==> src/rtl/trap_csr_unit_if.sv <==
// CSR access bus between the machine CSR file decoder and the trap-state block.
// The master presents address/op/operand; the slave returns registered read data and hit.
interface trap_csr_unit_if #(
  parameter int XLEN = 32
);
  logic [11:0]     csr_addr_in;
  logic [1:0]      csr_op_in;
  logic [XLEN-1:0] csr_wdata_in;
  logic [XLEN-1:0] csr_rdata_out;
  logic            csr_hit_out;

  modport master (
    output csr_addr_in, csr_op_in, csr_wdata_in,
    input  csr_rdata_out, csr_hit_out
  );

  modport slave (
    input  csr_addr_in, csr_op_in, csr_wdata_in,
    output csr_rdata_out, csr_hit_out
  );
endinterface

==> src/rtl/trap_csr_unit.sv <==
// Machine-mode trap-state CSRs (mepc, mcause, mtval) with prioritised trap capture,
// CSR write/set/clear access, registered read-back and a lock FSM against nested traps.
module trap_csr_unit #(
  parameter int XLEN         = 32,
  parameter bit ILL_TVAL_EN  = 1'b1,
  parameter bit LOCK_ON_TRAP = 1'b1
) (
  input  logic            clk_in,
  input  logic            rst_in,
  input  logic [XLEN-1:0] pc_in,
  input  logic [XLEN-1:0] iadder_in,
  input  logic [XLEN-1:0] instr_in,
  input  logic            instr_mis_in,
  input  logic            ill_instr_in,
  input  logic            ld_mis_in,
  input  logic            st_mis_in,
  input  logic            irq_valid_in,
  input  logic [3:0]      irq_code_in,
  input  logic            mret_in,
  trap_csr_unit_if.slave  csr,
  output logic [XLEN-1:0] mepc_out,
  output logic [XLEN-1:0] mcause_out,
  output logic [XLEN-1:0] mtval_out,
  output logic            trap_taken_out,
  output logic            trapped_out,
  output logic            nested_out
);

  localparam logic [11:0]     ADDR_MEPC   = 12'h341;
  localparam logic [11:0]     ADDR_MCAUSE = 12'h342;
  localparam logic [11:0]     ADDR_MTVAL  = 12'h343;
  localparam logic [XLEN-1:0] MEPC_MASK   = {{(XLEN-2){1'b1}}, 2'b00};

  typedef enum logic {IDLE, TRAPPED} state_e;

  state_e          state_q, state_d;
  logic            nested_q, nested_d;
  logic            taken_q;
  logic            capture;
  logic [XLEN-1:0] mepc_q, mepc_d, mcause_q, mcause_d, mtval_q, mtval_d;
  logic [XLEN-1:0] rdata_q, rdata_d;
  logic            hit_q, hit_d;
  logic            trap_evt, cap_irq;
  logic [3:0]      cap_code;
  logic [XLEN-1:0] cap_tval, cap_cause;

  function automatic logic [XLEN-1:0] csr_apply(input logic [XLEN-1:0] old,
                                                input logic [1:0]      op,
                                                input logic [XLEN-1:0] wd);
    case (op)
      2'b01:   return wd;
      2'b10:   return old | wd;
      2'b11:   return old & ~wd;
      default: return old;
    endcase
  endfunction

  assign trap_evt = instr_mis_in | ill_instr_in | ld_mis_in | st_mis_in | irq_valid_in;

  // Fixed priority: the first asserted source decides cause and tval.
  always_comb begin
    cap_code = 4'd0;
    cap_irq  = 1'b0;
    cap_tval = '0;
    if (instr_mis_in) begin
      cap_code = 4'd0;
      cap_tval = iadder_in;
    end else if (ill_instr_in) begin
      cap_code = 4'd2;
      cap_tval = ILL_TVAL_EN ? instr_in : '0;
    end else if (ld_mis_in) begin
      cap_code = 4'd4;
      cap_tval = iadder_in;
    end else if (st_mis_in) begin
      cap_code = 4'd6;
      cap_tval = iadder_in;
    end else if (irq_valid_in) begin
      cap_code = irq_code_in;
      cap_irq  = 1'b1;
    end
  end

  assign cap_cause = cap_irq ? {1'b1, {(XLEN-5){1'b0}}, cap_code}
                             : {{(XLEN-4){1'b0}}, cap_code};

  // mret is resolved before a same-cycle trap, so that trap is captured fresh.
  always_comb begin
    state_d  = state_q;
    nested_d = nested_q;
    capture  = 1'b0;
    case (state_q)
      IDLE: begin
        if (trap_evt) begin
          capture = 1'b1;
          state_d = TRAPPED;
        end
      end
      TRAPPED: begin
        if (mret_in) begin
          nested_d = 1'b0;
          if (trap_evt) capture = 1'b1;
          else          state_d = IDLE;
        end else if (trap_evt) begin
          if (LOCK_ON_TRAP) nested_d = 1'b1;
          else              capture  = 1'b1;
        end
      end
      default: state_d = IDLE;
    endcase
  end

  always_comb begin
    mepc_d   = mepc_q;
    mcause_d = mcause_q;
    mtval_d  = mtval_q;
    if (capture) begin
      mepc_d   = pc_in & MEPC_MASK;
      mcause_d = cap_cause;
      mtval_d  = cap_tval;
    end else if (csr.csr_op_in != 2'b00) begin
      case (csr.csr_addr_in)
        ADDR_MEPC:   mepc_d   = csr_apply(mepc_q, csr.csr_op_in, csr.csr_wdata_in) & MEPC_MASK;
        ADDR_MCAUSE: mcause_d = csr_apply(mcause_q, csr.csr_op_in, csr.csr_wdata_in);
        ADDR_MTVAL:  mtval_d  = csr_apply(mtval_q, csr.csr_op_in, csr.csr_wdata_in);
        default: ;
      endcase
    end
  end

  // Read-back reflects contents before this cycle's update.
  always_comb begin
    rdata_d = '0;
    hit_d   = 1'b1;
    case (csr.csr_addr_in)
      ADDR_MEPC:   rdata_d = mepc_q;
      ADDR_MCAUSE: rdata_d = mcause_q;
      ADDR_MTVAL:  rdata_d = mtval_q;
      default:     hit_d   = 1'b0;
    endcase
  end

  always_ff @(posedge clk_in) begin
    if (rst_in) begin
      state_q  <= IDLE;
      nested_q <= 1'b0;
      taken_q  <= 1'b0;
      mepc_q   <= '0;
      mcause_q <= '0;
      mtval_q  <= '0;
      rdata_q  <= '0;
      hit_q    <= 1'b0;
    end else begin
      state_q  <= state_d;
      nested_q <= nested_d;
      taken_q  <= capture;
      mepc_q   <= mepc_d;
      mcause_q <= mcause_d;
      mtval_q  <= mtval_d;
      rdata_q  <= rdata_d;
      hit_q    <= hit_d;
    end
  end

  assign mepc_out          = mepc_q;
  assign mcause_out        = mcause_q;
  assign mtval_out         = mtval_q;
  assign trap_taken_out    = taken_q;
  assign trapped_out       = (state_q == TRAPPED);
  assign nested_out        = nested_q;
  assign csr.csr_rdata_out = rdata_q;
  assign csr.csr_hit_out   = hit_q;

endmodule

==> src/flat_wrapper.sv <==
// flat-port wrapper written by rule: the top's interface ports become plain ports
module trap_csr_unit_flat 
#(
  parameter int XLEN         = 32,
  parameter bit ILL_TVAL_EN  = 1'b1,
  parameter bit LOCK_ON_TRAP = 1'b1
)
  (clk_in, rst_in, pc_in, iadder_in, instr_in, instr_mis_in, ill_instr_in, ld_mis_in, st_mis_in, irq_valid_in, irq_code_in, mret_in, mepc_out, mcause_out, mtval_out, trap_taken_out, trapped_out, nested_out, csr_csr_addr_in, csr_csr_op_in, csr_csr_wdata_in, csr_csr_rdata_out, csr_csr_hit_out);
  trap_csr_unit_if #(.XLEN(XLEN)) csr_i ();
  input  logic clk_in;
  input  logic rst_in;
  input  logic [XLEN-1:0] pc_in;
  input  logic [XLEN-1:0] iadder_in;
  input  logic [XLEN-1:0] instr_in;
  input  logic instr_mis_in;
  input  logic ill_instr_in;
  input  logic ld_mis_in;
  input  logic st_mis_in;
  input  logic irq_valid_in;
  input  logic [3:0] irq_code_in;
  input  logic mret_in;
  output logic [XLEN-1:0] mepc_out;
  output logic [XLEN-1:0] mcause_out;
  output logic [XLEN-1:0] mtval_out;
  output logic trap_taken_out;
  output logic trapped_out;
  output logic nested_out;
  input wire logic [$bits(csr_i.csr_addr_in)-1:0] csr_csr_addr_in;
  input wire logic [$bits(csr_i.csr_op_in)-1:0] csr_csr_op_in;
  input wire logic [$bits(csr_i.csr_wdata_in)-1:0] csr_csr_wdata_in;
  output wire logic [$bits(csr_i.csr_rdata_out)-1:0] csr_csr_rdata_out;
  output wire logic [$bits(csr_i.csr_hit_out)-1:0] csr_csr_hit_out;
  assign csr_i.csr_addr_in = csr_csr_addr_in;
  assign csr_i.csr_op_in = csr_csr_op_in;
  assign csr_i.csr_wdata_in = csr_csr_wdata_in;
  assign csr_csr_rdata_out = csr_i.csr_rdata_out;
  assign csr_csr_hit_out = csr_i.csr_hit_out;
  trap_csr_unit #(.XLEN(XLEN), .ILL_TVAL_EN(ILL_TVAL_EN), .LOCK_ON_TRAP(LOCK_ON_TRAP)) u_core (.clk_in(clk_in), .rst_in(rst_in), .pc_in(pc_in), .iadder_in(iadder_in), .instr_in(instr_in), .instr_mis_in(instr_mis_in), .ill_instr_in(ill_instr_in), .ld_mis_in(ld_mis_in), .st_mis_in(st_mis_in), .irq_valid_in(irq_valid_in), .irq_code_in(irq_code_in), .mret_in(mret_in), .csr(csr_i), .mepc_out(mepc_out), .mcause_out(mcause_out), .mtval_out(mtval_out), .trap_taken_out(trap_taken_out), .trapped_out(trapped_out), .nested_out(nested_out));
endmodule
==> config.mk <==
export PLATFORM = sky130hd
export DESIGN_NAME = trap_csr_unit_flat
export DESIGN_NICKNAME = d
export VERILOG_FILES = /design/src/rtl/trap_csr_unit_if.sv /design/src/rtl/trap_csr_unit.sv /design/src/flat_wrapper.sv
export SDC_FILE = /design/constraint.sdc
export NUM_CORES = 1
export LEC_CHECK = 0
export ABC_AREA = 1
export BUFFER_PORTS_ARGS = -buffer_cell sky130_fd_sc_hd__buf_2
export CAP_MARGIN = 40
export CORE_MARGIN = 2
export CORE_UTILIZATION = 30
export DETAILED_ROUTE_END_ITERATION = 7
export PLACE_DENSITY_LB_ADDON = 0.15
export SYNTH_ARGS = -nofsm -noshare
export SYNTH_HDL_FRONTEND = slang
export SYNTH_SLANG_ARGS = --single-unit
==> constraint.sdc <==
create_clock -name clk_in -period 3.1 [get_ports clk_in]
set_input_delay 0.465 -clock clk_in [delete_from_list [all_inputs] [get_ports clk_in]]
set_output_delay 0.465 -clock clk_in [all_outputs]
set_load 0.01 [all_outputs]
==> impl_metrics.json, run 1 <==
{
  "status": "finished clean",
  "async_reset_ff_share_pct": 0,
  "synth_top_cells_by_area": "dfxtp_1, nand2_1, nand3_1",
  "p_leak_nw": 5.436,
  "via_count": 9983,
  "ys_seq_elements": 130,
  "synth_flop_cell": "dfxtp_1",
  "worst_pin_slew_ns": 0.8158,
  "first_pass_iters": 6,
  "yosys.area.top_type": "dfxtp_1",
  "drv_cap": 0,
  "cts_setup_buffers": 0,
  "synth_commonest_cells": "nand2_1, nand3_1, dfxtp_1",
  "yosysMostFrequentCell": "nand2_1",
  "grt.overflow.total": 0,
  "synth_seq_area_share_pct": 31.29,
  "synth_edf_count": 0,
  "arrival_ns": 2.48,
  "clk_pin_slew_ns": 0.06,
  "setup_viol": 0,
  "required_ns": 3.45,
  "vias_per_cell": 4.959,
  "routedWlPerCell_um": 18.07,
  "core-area_sq_um": 27100,
  "ios": 286,
  "grt_pass1_vias": 8707,
  "p_per_area_nw_per_um2": 445.8,
  "cts.sinks": 130,
  "wl_um": 36370,
  "cp_max_fo": 70,
  "start_kind": "flop",
  "synth.distinct_cells": 28,
  "grt_antenna_before_repair": 9,
  "die_area_sq_um": 29070,
  "path_common_cell": "nand2_1",
  "setup_tns_ns": 0,
  "r2r_slack_ns": 0.97,
  "endpoint_kind": "flop",
  "grt_pass1_wl_um": 53830,
  "whs_ns": 0.2228,
  "nets": 1783,
  "clock_skew_ns": 0.01147,
  "min_period_over_period_pct": 68.77,
  "area_delta_synth_final_pct": 26.12,
  "cts_tree": "yes",
  "ys_warn_count": 0,
  "syn_inst": 1397,
  "post-route-min-period_ns": 2.132,
  "drc": 0,
  "cts_root_buffer": "clkbuf_16",
  "portBuffers": 281,
  "slowest_stage": "buf_4",
  "critPathKind": "reg2reg",
  "finalHoldViolCount": 0,
  "crit_start": "u_core.trapped_out$_SDFF_PP0_",
  "fmax_mhz": 469.1,
  "holdCritStartpoint": "mret_in",
  "cp_cell_sequence": "nand2_1 -> nand2_4 -> inv_2 -> buf_4 -> nand2_1 -> nand2_1 -> nand2_1 -> a21oi_1",
  "grt_max_degree": 72,
  "rsz0062_at_grt": "no",
  "crit_buf_inv": 2,
  "drt_iter0_markers": 953,
  "track_usage_pct": 24.39,
  "netlist_area_sq_um": 8317,
  "htree_levels": 4,
  "min_path_type": "in2reg",
  "die_h_um": 170.5,
  "antenna_left": 0,
  "cts_buffers": 17,
  "drive_gt1_share_pct": 23.06,
  "worst_r2r_startpoint": "u_core.trapped_out$_SDFF_PP0_",
  "initial_core_util_pct": 30.69,
  "cp_top_family": "buffers and inverters",
  "slew_headroom_pct": 45.61,
  "nFillCells": 3056,
  "clockBufferDepth": 2,
  "syn_avg_cell_area_sq_um": 5.953,
  "cts-resized-gates": 0,
  "clk_latency_ns": 0.43,
  "rows": 60,
  "slew_viol_final": 0,
  "place_hpwl_um": 26600,
  "slowest_delay_ns": 0.64,
  "yosys.area.top_type_share_pct": 31.29,
  "die_width_um": 170.5,
  "hold_buffers": 0,
  "gp_congestion": 0.9194,
  "ir_drop_mv": 0.3705
}
[logic make-up (layout without fill, tap and decap cells)]
logic type               Yosys count  after routing  synth area share (%)
AO/OA/AOI/OAI                    198            198                 12.02
adder cells (fa/ha/maj)            5              5                0.7522
buffers and inverters            213            450                 11.07
flip-flops                       130            130                 31.29
other                              1              8               0.04509
AND/OR/NAND/NOR                  850            850                 44.82
[through the flow]
step | setup slack, ns | std cells | area (sq um) | util [%] | power (W)
after floorplan | 1.343 | 1398 | 8320 | - | 0.002371
after global placement | 0.6735 | 1977 | 9930 | 36.64 | 0.002755
after detailed placement | 0.6229 | 1977 | 9930 | 36.64 | 0.002766
after CTS | 0.9835 | 2007 | 10470 | 38.65 | 0.004696
after global routing | 0.8036 | 2011 | 10480 | 38.68 | 0.004885
final | 0.9681 | 2013 | 10490 | 38.70 | 0.004676
[cell usage in the layout (no fill, tap or decap), types with 3 or more instances in the layout]
cell	Yosys	routed
ha_1	5	3
a21oi_1	116	116
or2_2	22	22
nand3b_1	7	7
nor2_4	2	4
nor2_1	38	37
buf_4	18	26
dfxtp_1	130	130
nand3_2	4	4
o21ai_0	76	76
diode_2	0	6
nand4_1	3	3
clkinv_2	0	5
buf_2	43	281
inv_1	110	110
nand2_1	457	457
clkbuf_16	0	17
nand3_1	307	307
nor2_2	5	4
[routing by layer]
metal	global-route usage, %	vias to the layer above	wire (um)
met1	37.36	4528	17820
met4	6.132	4	533
met2	34.20	422	15020
li1	-	4996	-
met5	0	-	21
met3	5.043	33	2973
[path summary, 6_finish.rpt]
kind | end | cells past startpoint
max | u_core.mepc_out[16]$_SDFFE_PP0P_ | 8
min | u_core.nested_out$_SDFFE_PP0P_ | 2
min reg2reg | u_core.mcause_out[13]$_SDFFE_PP0P_ | 2
max reg2reg | u_core.mepc_out[16]$_SDFFE_PP0P_ | 8
[state kept, by name, indices dropped and copies added, names as in the netlist]
| name | flops |
|---|---|
| u_core.mepc_out | 30 |
| u_core.trapped_out | 1 |
| u_core.trap_taken_out | 1 |
| u_core.csr.csr_hit_out | 1 |
| u_core.mtval_out | 32 |
| u_core.mcause_out | 32 |
| u_core.csr.csr_rdata_out | 32 |
| u_core.nested_out | 1 |
[power breakdown]
| group | leakage [nW] | switching [W] | internal, W | total [W] |
|---|---|---|---|---|
| registers | 1.06 | 0.0000963 | 0.00174 | 0.00184 |
| logic | 4.11 | 0.000580 | 0.000317 | 0.000897 |
| clock network | 0.267 | 0.000809 | 0.00113 | 0.00194 |
[area by class of cell]
cell class | count | area (sq um) | share of cell area, %
diodes | 6 | 15.01 | 0.1431
clock buffers | 20 | 456.7 | 4.354
clock inverters | 10 | 87.58 | 0.8350
inverters | 112 | 420.4 | 4.008
multi-input cells | 1055 | 4820 | 45.95
flip-flops and latches | 130 | 2603 | 24.81
well taps | 372 | 465.4 | 4.438
repair buffers | 308 | 1622 | 15.46
No activity file was read; power rests on OpenSTA's default activity.
==> inputs of run 2 (changes only) <==
--- a/config.mk
+++ b/config.mk
@@ -5,7 +5,7 @@
 export SDC_FILE = /design/constraint.sdc
 export NUM_CORES = 1
 export LEC_CHECK = 0
-export ABC_AREA = 1
+export ABC_AREA = 0
 export BUFFER_PORTS_ARGS = -buffer_cell sky130_fd_sc_hd__buf_2
 export CAP_MARGIN = 40
 export CORE_MARGIN = 2
==> constraint.sdc (replaced) <==
create_clock -name clk_in -period 2.09 [get_ports clk_in]
set_input_delay 0.3135 -clock clk_in [delete_from_list [all_inputs] [get_ports clk_in]]
set_output_delay 0.3135 -clock clk_in [all_outputs]
set_load 0.01 [all_outputs]
==> impl_metrics.json, run 2 <==
{
  "status": "finished clean",
  "nFillCells": 2410,
  "grt_max_degree": 63,
  "cts_tree": "yes",
  "netlist_area_sq_um": 7219,
  "worst_pin_slew_ns": 0.5789,
  "critPathKind": "in2reg",
  "min_period_over_period_pct": 91.92,
  "grt_pass1_wl_um": 46580,
  "p_per_area_nw_per_um2": 720.7,
  "clk_pin_slew_ns": 0.06,
  "worst_slack_ns": 0.1689,
  "grt_antenna_before_repair": 1,
  "routedWlPerCell_um": 20.68,
  "nets": 1291,
  "yosys.area.top_type_share_pct": 36.05,
  "grt.overflow.total": 0,
  "initial_core_util_pct": 30.67,
  "clk_latency_ns": 0.42,
  "setup_tns_ns": 0,
  "hold_path_end": "u_core.mepc_out[28]$_SDFFE_PP0P_",
  "final_cell_mix": "buf_2, dfxtp_1, buf_4",
  "synth_seq_area_share_pct": 36.05,
  "post-route-util_pct": 43.84,
  "syn_avg_cell_area_sq_um": 8.730,
  "rows": 56,
  "dp_slack_ns": -0.2573,
  "area_delta_synth_final_pct": 42.95,
  "layout.area.seq_sq_um": 2603,
  "track_usage_pct": 23.57,
  "slew_headroom_pct": 61.41,
  "yosys.area.top_type": "dfxtp_1",
  "cts.sinks": 130,
  "ir_drop_mv": 0.3463,
  "first_pass_iters": 5,
  "r2r-end": "u_core.mepc_out[3]$_SDFFE_PP0P_",
  "core-area_sq_um": 23540,
  "grt_pass1_vias": 7635,
  "fmax_mhz": 520.5,
  "min_path_type": "in2reg",
  "htree_levels": 4,
  "post-route-min-period_ns": 1.921,
  "multiInputGateArea_sq_um": 4320,
  "ys_warn_count": 0,
  "cts_buffers": 17,
  "cts_setup_buffers": 0,
  "drt_iter0_markers": 609,
  "vias_per_cell": 5.397,
  "async_reset_ff_share_pct": 0,
  "wl_um": 30290,
  "syn_inst": 827,
  "finalNonFillerCells": 1465,
  "endpoint_kind": "flop",
  "place_hpwl_um": 21630,
  "worst_r2r_path_depth": 5,
  "start_kind": "input pin",
  "synth_top_cells_by_area": "dfxtp_1, mux2i_1, a211oi_1",
  "synth.distinct_cells": 49,
  "die_width_um": 159.1,
  "drv_cap": 0,
  "setup_viol": 0,
  "die_area_sq_um": 25320,
  "drc": 0,
  "die_h_um": 159.1,
  "hold_buffers": 0,
  "whs_ns": 0.1036,
  "cts-resized-gates": 0,
  "ios": 286,
  "clockBufferDepth": 2,
  "rsz0062_at_grt": "no",
  "finalHoldViolCount": 0,
  "arrival_ns": 2.22,
  "clock_skew_ns": 0.009273,
  "via_count": 7906,
  "holdCritStartpoint": "pc_in[28]",
  "synth_commonest_cells": "dfxtp_1, nor2_1, clkbuf_1",
  "drive_gt1_share_pct": 39.13,
  "gp_congestion": 0.8118,
  "placedCellCount": 1432,
  "synth_edf_count": 0,
  "slew_viol_final": 0,
  "antenna_left": 0,
  "cts_root_buffer": "clkbuf_16",
  "cp_max_fo": 39,
  "r2r_slack_ns": 0.39,
  "final_common_cell": "buf_2",
  "portBuffers": 281,
  "worst_r2r_startpoint": "u_core.trapped_out$_SDFF_PP0_",
  "synth_flop_cell": "dfxtp_1",
  "ys_seq_elements": 130,
  "yosysMostFrequentCell": "dfxtp_1",
  "p_leak_nw": 4.478,
  "crit_start": "csr_csr_addr_in[11]",
  "required_ns": 2.39,
  "whs_path_depth": 2
}
## run 2: cell types whose count changed after synthesis, moves of 32 or more
cell,previous run,this run
mux2i_1,0,43
nand2_1,457,32
o21ai_0,76,14
a211oi_1,1,54
a21oi_1,116,62
a221oi_1,0,33
buf_2,43,4
nor3_1,1,60
clkbuf_1,37,75
nand3_1,307,1
nor2_1,38,76
xor2_1,0,32
o22a_1,0,35
inv_1,110,6
## run 2: stage by stage
| step | total power [W] | instance area, sq um |
|---|---|---|
| 2_1_floorplan | 0.003408 | 7247 |
| 3_3_place_gp | 0.004061 | 9620 |
| 3_5_place_dp | 0.004079 | 9656 |
| 4_1_cts | 0.007506 | 10320 |
| 5_1_grt | 0.007740 | 10320 |
| 6_report | 0.007438 | 10320 |
## run 2: area by class of cell
| type | instances | share of cell area [%] |
|---|---|---|
| antenna | 1 | 0.02425 |
| clock buffer | 18 | 4.256 |
| clock inverter | 14 | 2.158 |
| inverter | 7 | 0.2546 |
| multi-input combinational | 601 | 41.86 |
| sequential | 130 | 25.22 |
| tap | 319 | 3.868 |
| timing repair buffer | 375 | 22.36 |
## run 2: how the worst max path moves through the flow
stage / endpoint / cells after the start
final: u_core.mepc_out[16]$_SDFFE_PP0P_ / 7
after CTS: u_core.mepc_out[16]$_SDFFE_PP0P_ / 7
after detailed placement: u_core.mepc_out[23]$_SDFFE_PP0P_ / 7
after floorplan: u_core.mtval_out[10]$_SDFFE_PP0P_ / 8
after global placement: u_core.mepc_out[23]$_SDFFE_PP0P_ / 7
after global routing: u_core.mepc_out[3]$_SDFFE_PP0P_ / 7
## run 2: power by group
part           switching (W)  internal, W  leakage, nW
logic               0.000701     0.000607         3.10
clock network        0.00124      0.00217        0.318
registers           0.000126      0.00259         1.06
## run 2: cell families (layout without fill, tap and decap cells)
family	count (synthesis)	count (layout)	synth area share (%)
DFF	130	130	36.05
adders and majority gates	5	5	0.8666
and+or+nand+nor	228	228	16.52
muxes	43	43	5.962
other	1	3	0.05194
xor gates and xnor gates	32	32	3.882
AOI/OAI and AO/OA	291	291	30.80
buffers and inverters	97	414	5.875
## run 2: critical path, cell delays in order
cell     delay [ns]
buf_2          0.10
or4bb_1        0.58
buf_4          0.20
nor4_4         0.29
buf_12         0.30
o21ai_0        0.14
a32o_1         0.26
## run 2: layer usage
metal	global-route usage [%]	up-vias	wire [um]
met5	0	-	0
met4	5.041	0	276
met3	3.985	18	1770
met2	36.96	289	13480
met1	33.94	3817	14770
li1	-	3782	-
==> inputs of run 3 (changes only) <==
--- a/config.mk
+++ b/config.mk
@@ -5,7 +5,7 @@
 export SDC_FILE = /design/constraint.sdc
 export NUM_CORES = 1
 export LEC_CHECK = 0
-export ABC_AREA = 0
+export ABC_AREA = 1
 export BUFFER_PORTS_ARGS = -buffer_cell sky130_fd_sc_hd__buf_2
 export CAP_MARGIN = 40
 export CORE_MARGIN = 2
==> impl_metrics.json, run 3 (synthesis gave the netlist of run 1 again) <==
{
  "slowest_delay_ns": 0.39,
  "cp_cell_sequence": "nand2_1 -> nand2_4 -> inv_2 -> buf_6 -> nand2_1 -> nand2_1 -> nand2_1 -> a21oi_1",
  "wl_um": 36500,
  "drt_iter0_markers": 1008,
  "ios": 286,
  "track_usage_pct": 24.46,
  "cts.sinks": 130,
  "holdCritStartpoint": "mret_in",
  "slew_headroom_pct": 49.41,
  "slew_viol_final": 0,
  "nets": 1800,
  "final_common_cell": "nand2_1",
  "grt_pass1_wl_um": 53740,
  "first_pass_iters": 5,
  "fmax_mhz": 547.7,
  "required_ns": 2.43,
  "clk_latency_ns": 0.42,
  "grt_max_degree": 68,
  "cts_setup_buffers": 0,
  "final_cell_mix": "nand2_1, nand3_1, buf_2",
  "hold_path_end": "u_core.nested_out$_SDFFE_PP0P_",
  "clockBufferDepth": 2,
  "r2r-end": "u_core.mepc_out[30]$_SDFFE_PP0P_",
  "endpoint_kind": "flop",
  "min_period_over_period_pct": 87.37,
  "antenna_left": 0,
  "rows": 60,
  "drv_cap": 0,
  "clock_skew_ns": 0.01325,
  "hold_buffers": 0,
  "p_per_area_nw_per_um2": 688.7,
  "worst_r2r_path_depth": 8,
  "r2r_slack_ns": 0.26,
  "initial_core_util_pct": 30.69,
  "dpl_cell_area_sq_um": 10220,
  "post-route-min-period_ns": 1.826,
  "cp_max_fo": 46,
  "finalHoldViolCount": 0,
  "start_kind": "flop",
  "vias_per_cell": 4.952,
  "grt.overflow.total": 0,
  "place_hpwl_um": 27520,
  "stdcell_area_sq_um": 10890,
  "cp_top_family": "buffers and inverters",
  "routedWlPerCell_um": 17.95,
  "via_count": 10070,
  "gp_congestion": 0.8948,
  "cts_root_buffer": "clkbuf_16",
  "nFillCells": 2999,
  "rsz0062_at_grt": "no",
  "worst_pin_slew_ns": 0.7588,
  "area_delta_synth_final_pct": 30.96,
  "setup_tns_ns": 0,
  "cts_buffers": 17,
  "whs_path_depth": 2,
  "ir_drop_mv": 0.4782,
  "setup_viol": 0,
  "portBuffers": 281,
  "slowest_stage": "buf_6",
  "clk_pin_slew_ns": 0.06,
  "grt_pass1_vias": 8580,
  "crit_buf_inv": 2,
  "drc": 0,
  "p_leak_nw": 5.615,
  "worst_r2r_startpoint": "u_core.trapped_out$_SDFF_PP0_",
  "whs_ns": 0.09667,
  "grt_antenna_before_repair": 8,
  "die_h_um": 170.5,
  "min_path_type": "in2reg",
  "core-area_sq_um": 27100,
  "cts_tree": "yes",
  "die_width_um": 170.5,
  "power_w": 0.007501,
  "critPathKind": "reg2reg",
  "htree_levels": 4,
  "cts-resized-gates": 0,
  "drive_gt1_share_pct": 23.88,
  "die_area_sq_um": 29070,
  "status": "finished clean",
  "path_common_cell": "nand2_1",
  "arrival_ns": 2.17
}
run 3: changes by cell type in the layout (fill, tap and decap cells not counted), moves of 35 or more:
cell      before  now
o21ai_0       13   76
nor2_1        76   37
o22a_1        35    0
inv_1          6  110
nand2_1       32  457
a21oi_1       61  116
mux2i_1       43    0
nor3_1        58    1
nand3_1        1  307
a211oi_1      54    1
buf_4         79   29
run 3: worst max-delay path by stage:
| stage | from | end | slack, ns | depth (start not counted) |
|---|---|---|---|---|
| finish | u_core.trapped_out$_SDFF_PP0_ | u_core.mepc_out[30]$_SDFFE_PP0P_ | 0.26 | 8 |
| global route | u_core.trapped_out$_SDFF_PP0_ | u_core.mepc_out[10]$_SDFFE_PP0P_ | 0.1 | 8 |
| CTS | u_core.trapped_out$_SDFF_PP0_ | u_core.mepc_out[30]$_SDFFE_PP0P_ | 0.12 | 8 |
| detailed placement | mret_in | u_core.mepc_out[30]$_SDFFE_PP0P_ | 0.03 | 10 |
| global placement | mret_in | u_core.mepc_out[27]$_SDFFE_PP0P_ | 0.07 | 10 |
| floorplan | csr_csr_op_in[0] | u_core.mepc_out[10]$_SDFFE_PP0P_ | 0.48 | 9 |
run 3: per-stage QoR:
stage                     std cells  worst slack (ns)  util (%)
after global routing           2032           0.09983     40.18
final                          2033            0.2641     40.19
after floorplan                1398            0.4846         -
after CTS                      2026            0.1183     40.11
after global placement         1994           0.07019     37.71
after detailed placement       1994           0.02952     37.71
run 3: power breakdown:
part           leakage, nW  internal (W)  total (W)  switching [W]
combinational         4.25      0.000512    0.00138       0.000867
clock                0.307       0.00216    0.00339        0.00123
sequential            1.06       0.00259    0.00273       0.000147
total                 5.61       0.00526    0.00750        0.00224
run 3: per-layer routing:
| layer | GRT usage, % | routed length (um) | vias up |
|---|---|---|---|
| li1 | - | - | 5028 |
| met1 | 38.32 | 17960 | 4534 |
| met2 | 33.50 | 14690 | 469 |
| met3 | 4.071 | 3109 | 34 |
| met4 | 7.135 | 733 | 2 |
| met5 | 0 | 7 | - |
run 3: cell type report:
class	instances	area, sq um	share of cell area (%)
Inverter	112	420.4	3.860
Antenna cell	7	17.52	0.1608
Multi-Input combinational cell	1055	4820	44.25
Tap cell	372	465.4	4.273
Clock buffer	20	446.7	4.101
Sequential cell	130	2603	23.89
Clock inverter	12	203.9	1.872
Timing Repair Buffer	325	1916	17.59
